==> config.mk <==
export PLATFORM = sky130hd
export DESIGN_NAME = dmem_store_buffer
export DESIGN_NICKNAME = d
export VERILOG_FILES = /design/src/rtl/dmem_store_buffer.sv
export SDC_FILE = /design/constraint.sdc
export NUM_CORES = 1
export LEC_CHECK = 0
export CORE_MARGIN = 8
export CORE_UTILIZATION = 50
export CTS_CLUSTER_SIZE = 25
export DETAILED_ROUTE_END_ITERATION = 8
export GPL_ROUTABILITY_DRIVEN = 0
export PLACE_DENSITY = 0.75
export SYNTH_ARGS = -nofsm -noshare
export SYNTH_HDL_FRONTEND = slang
export SYNTH_SLANG_ARGS = --single-unit
==> constraint.sdc <==
create_clock -name clk -period 13.2 [get_ports clk]
set_input_delay 1.32 -clock clk [delete_from_list [all_inputs] [get_ports clk]]
set_output_delay 1.32 -clock clk [all_outputs]
set_load 0.05 [all_outputs]
==> src/rtl/dmem_store_buffer.sv <==
// Posted-write store buffer between the core data port and data memory, with load forwarding.
// Optional feature: define DMEM_STBUF_FWD_EN for byte-accurate store-to-load forwarding.
module dmem_store_buffer #(
  parameter int DEPTH = 4
) (
  input  logic        clk,
  input  logic        reset,
  input  logic        MemWrite,
  input  logic        MemRead,
  input  logic [3:0]  byteEnable,
  input  logic [31:0] ALUResult,
  input  logic [31:0] WriteData,
  output logic [31:0] ReadData,
  output logic        Stall,
  output logic [31:0] mem_raddr,
  input  logic [31:0] mem_rdata,
  output logic        mem_wvalid,
  input  logic        mem_wready,
  output logic [31:0] mem_waddr,
  output logic [31:0] mem_wdata,
  output logic [3:0]  mem_wstrb
);

  localparam int AW = (DEPTH > 1) ? $clog2(DEPTH) : 1;
  localparam int CW = AW + 1;

  // Write channel: mem_wvalid means the head entry is valid; a transfer happens on
  // any rising edge where mem_wvalid && mem_wready. Once raised, mem_wvalid and
  // mem_w* hold steady until that transfer (or until reset discards the buffer).

  logic [29:0]   addr_q [DEPTH];
  logic [29:0]   addr_d [DEPTH];
  logic [31:0]   data_q [DEPTH];
  logic [31:0]   data_d [DEPTH];
  logic [3:0]    strb_q [DEPTH];
  logic [3:0]    strb_d [DEPTH];
  logic [AW-1:0] head_q, head_d;
  logic [AW-1:0] tail_q, tail_d;
  logic [CW-1:0] count_q, count_d;

  logic full;
  logic enq;
  logic deq;
  logic stall_full;
  logic unused_addr_lsbs;

  assign full       = (count_q == CW'(DEPTH));
  assign enq        = MemWrite && (byteEnable != 4'b0000) && !full;
  assign deq        = mem_wvalid && mem_wready;
  assign stall_full = MemWrite && full;

  assign mem_raddr        = {ALUResult[31:2], 2'b00};
  assign unused_addr_lsbs = ^ALUResult[1:0];

  assign mem_wvalid = (count_q != '0);
  assign mem_waddr  = {addr_q[head_q], 2'b00};
  assign mem_wdata  = data_q[head_q];
  assign mem_wstrb  = strb_q[head_q];

  always_comb begin
    addr_d  = addr_q;
    data_d  = data_q;
    strb_d  = strb_q;
    head_d  = head_q;
    tail_d  = tail_q;
    count_d = count_q;
    if (enq) begin
      addr_d[tail_q] = ALUResult[31:2];
      data_d[tail_q] = WriteData;
      strb_d[tail_q] = byteEnable;
      tail_d         = tail_q + AW'(1);
    end
    if (deq) begin
      head_d = head_q + AW'(1);
    end
    case ({enq, deq})
      2'b10:   count_d = count_q + CW'(1);
      2'b01:   count_d = count_q - CW'(1);
      default: count_d = count_q;
    endcase
  end

  always_ff @(posedge clk or posedge reset) begin
    if (reset) begin
      for (int i = 0; i < DEPTH; i++) begin
        addr_q[i] <= '0;
        data_q[i] <= '0;
        strb_q[i] <= '0;
      end
      head_q  <= '0;
      tail_q  <= '0;
      count_q <= '0;
    end else begin
      addr_q  <= addr_d;
      data_q  <= data_d;
      strb_q  <= strb_d;
      head_q  <= head_d;
      tail_q  <= tail_d;
      count_q <= count_d;
    end
  end

`ifdef DMEM_STBUF_FWD_EN
  logic [31:0] rdata_fwd;
  logic        unused_mem_read;

  assign unused_mem_read = MemRead;

  // Walk oldest to youngest so a younger matching lane overwrites an older one.
  always_comb begin
    logic [AW-1:0] idx;
    rdata_fwd = mem_rdata;
    idx       = '0;
    for (int i = 0; i < DEPTH; i++) begin
      idx = head_q + AW'(i);
      if ((CW'(i) < count_q) && (addr_q[idx] == ALUResult[31:2])) begin
        for (int b = 0; b < 4; b++) begin
          if (strb_q[idx][b]) begin
            rdata_fwd[8*b +: 8] = data_q[idx][8*b +: 8];
          end
        end
      end
    end
  end

  assign ReadData = rdata_fwd;
  assign Stall    = stall_full;
`else
  logic load_hazard;

  // Without forwarding a load must wait until every matching pending store drains.
  always_comb begin
    logic [AW-1:0] idx;
    load_hazard = 1'b0;
    idx         = '0;
    for (int i = 0; i < DEPTH; i++) begin
      idx = head_q + AW'(i);
      if ((CW'(i) < count_q) && (addr_q[idx] == ALUResult[31:2])) begin
        load_hazard = 1'b1;
      end
    end
  end

  assign ReadData = mem_rdata;
  assign Stall    = stall_full || (MemRead && load_hazard);
`endif

endmodule

* Yosys cells after proc, flatten, opt, wreduce, memory -nomap -nowiden
Cells that the tools add are included.
** Cells by class
- Eq/ne operators :: 7
- Bitwise operators :: 5
- Add/subtract/negate cells :: 6
- Mux-type cells :: 32
- Reductions and logical operators :: 15
- Magnitude comparators :: 10
** Operators by type and width (number)
- two-way mux 30 bit :: 9
- binary-select mux 30 bit (select 2 bit) :: 4
- bitwise mux 128 bit :: 1
- bitwise mux 120 bit :: 1
- == test 30 bit :: 4
- two-way mux 32 bit :: 3
- binary-select mux 32 bit (select 2 bit) :: 1
- demux 32 bit (select 2 bit) :: 1
- demux 30 bit (select 2 bit) :: 1
- bitwise mux 16 bit :: 1
- >= comparator 3 bit, second input constant :: 5
- NOT 2 -> 3 bit :: 5
- two-way mux 4 bit :: 3
- logical AND 1 bit :: 10
- binary-select mux 4 bit (select 2 bit) :: 1
- demux 4 bit (select 2 bit) :: 1
- less-than comparator 1 x 3 -> 1 bit, first input constant :: 2
- less-than comparator 2 x 3 -> 1 bit, first input constant :: 2
- case mux 3 bit (2 select lines) :: 1
- adder 2 x 1 -> 2 bit, second input constant :: 2
- adder 2 bit, second input constant :: 2
- two-way mux 1 bit :: 4
- nonzero test 4 bit :: 1
- adder 3 x 1 -> 3 bit, second input constant :: 1
- 9 further kinds :: 9
** Storage, ports and cells
- Logic and storage cells :: 90
- Input port bits :: 105
- Register bits after elaboration :: 271

* Longest topological paths before layout
Gate-level depths: netlist of run 1.
- Depth in word-level cells :: 12
- Gate-level depth with buffers :: 12
- Depth with buffers taken out :: 10

* Least setup slack after synthesis of run 1
No wires, ideal clock.
- Kind :: input to output
- Start point :: in ALUResult[13]
- End point :: out Stall
- Stages :: 7
- Arrival time :: 3.221 ns
- Slack :: 8.659 ns
- Path buffers :: 1
- Cells stage by stage :: clkbuf_1 > o22ai_1 > or4b_1 > o22ai_1 > nand4_1 > o32a_1 > o211ai_2
** On the way
- Cells in the longest elaborated chain, start to end :: 8
- Elaborated cells on any way between the ends :: 14
- Classes of those cells :: eq/ne (4); mux (4); reduce/logical (6)
** RTL lines
- start: declaration :: line 11 : input logic [31:0] ALUResult,
- == test 30 bit :: line 138 : if ((CW'(i) < count_q) && (addr_q[idx] == ALUResult[31:2])) begin
- logical AND 1 bit :: line 138
- two-way mux 1 bit (3 in a row) :: line 138
- two-way mux 1 bit (*) :: line 138
- logical AND 1 bit (*) :: line 145 : assign Stall = stall_full || (MemRead && load_hazard);
- logical OR 1 bit (*) :: line 145
- end: declaration :: line 14 : output logic Stall,
Mark *: on every way between the ends. The rest lies on a longest branch, timed or not.

* Worst setup path after layout of run 1
- Start point :: reg head_q[1]
- End point :: out Stall
** On the way
- Cells in the longest elaborated chain, start to end :: 12
- Elaborated cells on any way between the ends :: 33
- Classes of those cells :: add/sub (3); eq/ne (4); mux (16); bitwise (4); reduce/logical (6)
** RTL lines
- start: declaration :: line 37 : logic [AW-1:0] head_q, head_d;
- start signal: assignment :: line 90 : head_q <= '0;
- start signal: assignment :: line 97 : head_q <= head_d;
- adder 2 x 1 -> 2 bit / NOT 2 -> 3 bit (equally long branches) :: line 137, 138
- NOT 2 -> 3 bit (not written as such) / binary-select mux 30 bit (select 2 bit) (equally long branches) :: line 138
- binary-select mux 30 bit (select 2 bit) / two-way mux 30 bit (equally long branches) :: line 138
- two-way mux 30 bit (not written as such) :: line 138
- two-way mux 30 bit (not written as such) / == test 30 bit (equally long branches) :: line 138
- == test 30 bit / logical AND 1 bit (equally long branches) :: line 138
- logical AND 1 bit / two-way mux 1 bit (equally long branches) :: line 138
- two-way mux 1 bit (2 in a row) :: line 138
- two-way mux 1 bit (*) :: line 138
- logical AND 1 bit (*) :: line 145
- logical OR 1 bit (*) :: line 145
Mark *: on every way between the ends. The rest lies on a longest branch, timed or not. The select of a mux whose other input is x is not followed.

==> summary.md, run 1 <==
| Metric | Value |
|---|---|
| Synth top area cells | dfrtp_1 (42%), mux2_2 (15%), mux2i_1 (9.3%), mux4_2 (8.7%), xnor2_1 (3.8%) |
| Net count, final | 1472 |
| Layout Skew | 36.1 ps |
| Compound-cell area share of the yosys netlist | 0.0700 |
| Slew Viols, Final | 0 |
| Floorplan row count | 65 |
| Synthesis-to-layout area growth | 15.7% |
| CP Max Fanout | 47 |
| CTS tree | done |
| Post-Synth Adder-Cell Area | 0.00703 |
| Vias in the first global route | 11.6k |
| Grt ovf | 0 |
| Die area | approximately 38000 um2 |
| Reg clk slew, reported paths | about 70 ps |
| Clock sink total | 271 |
| Ant. Diodes | 0 |
| Largest net degree at the start of global routing | 139 |
| Syn Std Cell Area | 16000 um2 |
| Yosys warns | 0 |
| Layout cells sized above 1 | 0.260 |
| Drt drc | 0 |
| Fin crit share | 0.543 |
| Slew HR | 0.339 |
| Maximum clock insertion buffer count | 3 |
| Synth Area in Simple Gates | 0.0395 |
| Met3 Wirelength | 3.64 mm |
| Xor and xnor fraction of the mapped netlist area | 0.0497 |
| DR top layer | met5 |
| CP Class | flip-flop to output pin |
| Fillers | 2626 |
| Die Height | 195 um |
| Arrival time worst endpoint | 5850 ps |
| Initial antenna violation count | 3 |
| Area leader, netlist | dfrtp_1 |
| CP Capture Type | output pin |
| Outcome | finished clean |
| Post-synthesis register bit count | 271 |
| I/O pin cnt | around 240 |
| Port bufs | 168 |
| Distinct cells, synth | 61 |
| Core area | approximately 32000 um2 |
| Initial DRC Count | 923 |
| Startpoint types | flip-flop |
| Root buf cell | clkbuf_16 |
| Area occupied by multi-input gates | 8200 um2 |
| HPWL after DPL | 29.1 mm |
| Die width | between 150 and 200 um |
| Final Hold Viols | 0 |
| Met2 Wirelength | 20.3 mm |
| Starting Density | 0.508 |
| Total CTS buffers | 30 |
| Top-area cell type share of the netlist area | 0.423 |
| Final setup fails | 0 |
| # Max-Cap Violations | 0 |
| Max Clock Freq | 0.139 GHz |
| WL/cell | 24.0 um |
| EDFF count, synth | 0 |
| Largest family of logic cells by synthesized area | multiplexers |
| Cells after Synth | 1305 |
| Least-Margin Pin Slew | 991 ps |
| GRT Total Usage | 0.222 |
| Top_reg_cell synth | dfrtp_1 |
| Routed via count | approximately 11k |
| Register area share after synthesis | 0.423 |
| Post-route setup TNS | 0 ps |
| RSZ-0062 raised after global routing | false |
| ANT nets after route | 0 |
| Min Clock Period, post-route | 7170 ps |
| Syn Area/Cell | roughly 12 um2 |
| # hold bufs at CTS | 0 |
| Mux share of post-synthesis cell area | 0.342 |
| Post-CTS setup buffer count | 0 |
| Worst hold path type | flip-flop to flip-flop |
| Max H-tree Level | 1 |
| Via density | 6.13 |
| Resize count post-CTS | 0 |
| Met1 WL | roughly 17 mm |
| Flip-flop and latch area | ~6800 um2 |
| Pre-Repair DR Iteration Count | 6 |
| CP required | 11880 ps |
| Worst-skew pair later-pin latency | 590 ps |
| Async set-reset flop share out of synthesis | 1.00 |
| First-pass GRT wire length | 67.6 mm |
| Final WL | 42.8 mm |
-- placed cells by master (no fill, tap or decap), types with 15 or more instances in the layout --
| master | count |
|---|---|
| mux4_2 | 62 |
| xnor2_1 | 69 |
| mux2_2 | 217 |
| nor2_1 | 22 |
| clkdlybuf4s50_1 | 168 |
| nand2_1 | 71 |
| clkbuf_16 | 30 |
| o21ai_0 | 72 |
| dfrtp_1 | 269 |
| o22ai_1 | 17 |
| xor2_1 | 22 |
| mux2i_1 | 149 |
| nand4_1 | 15 |
| inv_1 | 19 |
-- state kept, by name, indices dropped and copies added, names as in the netlist --
name,count
data_q,128
addr_q,120
strb_q,16
count_q,3
head_q,2
tail_q,2
-- cell type report --
class	instances	share of cell area
clock buffers	33	0.0422
clock inverters	22	0.0217
inverters	24	0.00540
multi-input cells	852	0.442
flip-flops and latches	271	0.366
well taps	402	0.0271
repair buffers	179	0.0952
-- synth_stat cells (4+ instances only) --
cell type,n
nor4_1,12
buf_6,10
a22oi_1,6
xnor2_1,69
mux4_1,4
mux2i_1,149
a2111oi_0,7
buf_2,12
buf_4,77
nand4_1,15
clkbuf_1,49
dfrtp_1,271
nand2_1,75
o221ai_1,4
mux4_2,62
o2bb2ai_1,8
buf_1,12
o21ai_0,72
inv_1,20
nor3_1,6
mux2_2,217
o22ai_1,17
ha_1,9
a211oi_1,10
xor2_1,22
a21oi_1,13
a22o_1,4
nor2_1,22
a221oi_1,5
-- worst paths after layout --
path	startpoint	slack [ps]	cells after the start	end
max	head_q[1]$_DFFE_PP0P_	6030	10	Stall
min	data_q[54]$_DFFE_PP0P_	500	1	data_q[54]$_DFFE_PP0P_
max reg2reg	count_q[0]$_DFFE_PP0P_	9940	8	addr_q[53]$_DFFE_PP0P_
min reg2reg	data_q[54]$_DFFE_PP0P_	500	1	data_q[54]$_DFFE_PP0P_
max in group asynchronous	reset	10230	3	head_q[0]$_DFFE_PP0P_
min in group asynchronous	reset	1310	2	data_q[95]$_DFFE_PP0P_
-- through the flow --
step | std cells | hold slack (ps) | cell area, um2 | util | worst slack [ps]
finish | 1783 | 501 | 18500 | 0.587 | 6030
global route | 1783 | 505 | 18500 | 0.587 | 5880
global placement | 1728 | 481 | 17400 | 0.550 | 6820
CTS | 1783 | 503 | 18500 | 0.587 | 6080
floorplan | 1308 | 470 | 16000 | - | 4410
detailed placement | 1728 | 487 | 17400 | 0.550 | 6730
-- kinds of logic after synthesis --
kind of cell	count (synthesis)
multiplexers	436
flip-flops	271
buffers and inverters	185
AO/OA/AOI/OAI	172
AND/OR/NAND/NOR	140
XOR/XNOR	91
adder cells (fa/ha/maj)	9
other	1
-- critical path, cell delays in order (launching register included) --
cell	delay, ps
dfrtp_4	760
buf_4	700
buf_4	710
mux2i_1	480
mux2i_1	150
xor2_1	190
nor4_1	490
nand4_1	230
o32a_1	390
o211ai_2	230
clkdlybuf4s50_1	860
-- routing by layer --
| metal | track usage | up-vias |
|---|---|---|
| met5 | 0 | - |
| met3 | 0.0676 | 86 |
| met2 | 0.367 | 412 |
| met1 | 0.276 | 5573 |
| li1 | - | 4860 |
| met4 | 0.0688 | 6 |
Power of run 1 is not shown: default switching activity piles up to over one toggle a cycle in this logic, so the estimate is an artifact.
==> run 2, diff against run 1 <==
--- a/config.mk
+++ b/config.mk
@@ -10,7 +10,7 @@
 export CTS_CLUSTER_SIZE = 25
 export DETAILED_ROUTE_END_ITERATION = 8
 export GPL_ROUTABILITY_DRIVEN = 0
-export PLACE_DENSITY = 0.75
+export PLACE_DENSITY = 0.78
 export SYNTH_ARGS = -nofsm -noshare
 export SYNTH_HDL_FRONTEND = slang
 export SYNTH_SLANG_ARGS = --single-unit
==> constraint.sdc (replaced) <==
create_clock -name clk -period 6.25 [get_ports clk]
set_input_delay 0.625 -clock clk [delete_from_list [all_inputs] [get_ports clk]]
set_output_delay 0.625 -clock clk [all_outputs]
set_load 0.05 [all_outputs]
==> run 2 against run 1 <==
  * Highest routed layer unchanged
  * Clock skew decreased by 21 ps
  * Register-to-register slack got worse by 6900 ps
  * Die area unchanged
  * Largest cell class unchanged
==> summary.md, run 2 (synthesis results as in run 1) <==
| Metric | Value |
|---|---|
| Outcome | finished clean |
| Die area | 38000 um2 (unchanged) |
| Reg2reg end | data_q[32]$_DFFE_PP0P_ |
| Least-Margin Pin Slew | 1040 ps (+45.7 ps) |
| Flip-flop count of the largest register after layout | 128 (unchanged) |
| Core area | 31600 um2 (unchanged) |
| Clock sink total | 271 (unchanged) |
| Worst Path Buf+Inv | 2 (-1) |
| Net count, final | 1481 (+0.61%) |
| Starting Density | 0.508 (unchanged) |
| CP required | 5620 ps (-6260 ps) |
| Largest net degree at the start of global routing | 139 (unchanged) |
| Total CTS buffers | 31 (+3.3%) |
| Worst hold path type | flip-flop to flip-flop |
| Hold Path Origin | data_q[26]$_DFFE_PP0P_ |
| ANT nets after route | 0 (unchanged) |
| Final Hold Viols | 0 (unchanged) |
| Drt drc | 0 (unchanged) |
| CTS tree | done |
| Root buf cell | clkbuf_16 |
| Die Height | 195 um (unchanged) |
| I/O pin cnt | 239 (unchanged) |
| Via density | 6.18 (+0.72%) |
| Slew HR | 0.309 (-0.0305) |
| CP Capture Type | output pin |
| CP Class | flip-flop to output pin |
| R2R depth | 8 (unchanged) |
| WL/cell | 23.7 um (-1.2%) |
| Initial antenna violation count | 3 (unchanged) |
| Final WL | 42.4 mm (-0.73%) |
| Final setup fails | 0 (unchanged) |
| HPWL after DPL | 29.1 mm (+0.31%) |
| Startpoint types | flip-flop |
| Fin crit share | 0.857 |
| Critical path, cell by cell | buf_4 > mux2i_1 > xnor2_1 > a2111oi_0 > a21o_1 > nand3_1 > o32a_1 > o211ai_2 > clkdlybuf4s50_1 |
| WHS Path Cells | 1 (unchanged) |
| Post-CTS setup buffer count | 0 (unchanged) |
| Layout Skew | 15.0 ps (-21.2 ps) |
| Max H-tree Level | 1 (unchanged) |
| Crit-path max cell delay | 910 ps (+50 ps) |
| Reg clk slew, reported paths | 60 ps (about the same) |
| Min Clock Period, post-route | 5360 ps |
| Commonest non-fill, non-tap cell in the layout | dfrtp_1 |
| Synthesis-to-layout area growth | 15.0% |
| Floorplan row count | 65 (unchanged) |
| Biggest regs | data_q: 128 flops, addr_q: 120 flops, strb_q: 16 flops |
| Resize count post-CTS | 0 (unchanged) |
| First-pass GRT wire length | 66.6 mm (-1.5%) |
| Port bufs | 168 (unchanged) |
| Reg-to-Reg Start | count_q[0]$_DFFE_PP0P_ |
| Initial DRC Count | 803 (-13%) |
| # Max-Cap Violations | 0 (unchanged) |
| Worst path slowest cell | dfrtp_4 |
| Biggest register | data_q |
| Post-route setup TNS | 0 ps (unchanged) |
| GRT Total Usage | 0.219 (-0.00297) |
| Most frequent cells in the layout | dfrtp_1 (269), mux2_2 (217), clkdlybuf4s50_1 (168), mux2i_1 (149), o21ai_0 (72) |
| Hold EP | data_q[26]$_DFFE_PP0P_ |
| # hold bufs at CTS | 0 (unchanged) |
| Pre-Repair DR Iteration Count | 6 (unchanged) |
| RSZ-0062 raised after global routing | false |
| Die width | 195 um (unchanged) |
| Reg-to-reg slack, setup | 3030 ps (-6910 ps) |
| CP Max Fanout | 42 (-11%) |
| Slew Viols, Final | 0 (unchanged) |
| Maximum clock insertion buffer count | 3 (unchanged) |
| Routed via count | 11.1k (+1.2%) |
| Max Clock Freq | 0.187 GHz |
| Layout cells sized above 1 | 0.260 (about the same) |
| Grt ovf | 0 (unchanged) |
| Arrival time worst endpoint | 4730 ps (-1120 ps) |
| Vias in the first global route | 11.5k (-0.85%) |
| Critical path's top delay family | buffers and inverters |
| Worst-skew pair later-pin latency | 580 ps (about the same) |
-- run 2: area by class of cell --
| class | count | area (um2) |
|---|---|---|
| flip-flops and latches | 271 | 6790 |
| inverters | 24 | 96.3 |
| clock inverters | 10 | 100 |
| multi-input cells | 852 | 8200 |
| repair buffers | 187 | 1850 |
| well taps | 402 | 503 |
| clock buffers | 44 | 895 |
| fillers | 2557 | 13100 |
| diodes | 1 | 2.50 |
-- run 2: how the worst max path moves through the flow --
stage,startpoint,to,slack [ps],cells past startpoint
after floorplan,reset,addr_q[0]$_DFFE_PP0P_,2040,1
after global placement,head_q[0]$_DFFE_PP0P_,Stall,1550,9
after detailed placement,head_q[1]$_DFFE_PP0P_,Stall,1510,9
after CTS,head_q[0]$_DFFE_PP0P_,Stall,870,9
after global routing,head_q[1]$_DFFE_PP0P_,Stall,700,9
final,head_q[1]$_DFFE_PP0P_,Stall,890,9
-- run 2: per-layer routing --
layer / track usage / vias to the layer above / wire (um)
met5: 0 / - / 22
met4: 0.0736 / 4 / 1510
met3: 0.0705 / 111 / 4440
met2: 0.353 / 521 / 19500
met1: 0.275 / 5553 / 17000
li1: - / 4876 / -
-- run 2: metrics by stage --
step / hold WS (ps) / setup slack (ps) / util / cells / instance area (um2)
floorplan: 470 / 2040 / - / 1308 / 16000
global placement: 481 / 1550 / 0.552 / 1736 / 17400
detailed placement: 488 / 1510 / 0.552 / 1736 / 17400
CTS: 501 / 869 / 0.584 / 1790 / 18400
global route: 516 / 696 / 0.584 / 1790 / 18400
finish: 498 / 894 / 0.584 / 1791 / 18400
Power of run 2 is left out for the same reason.
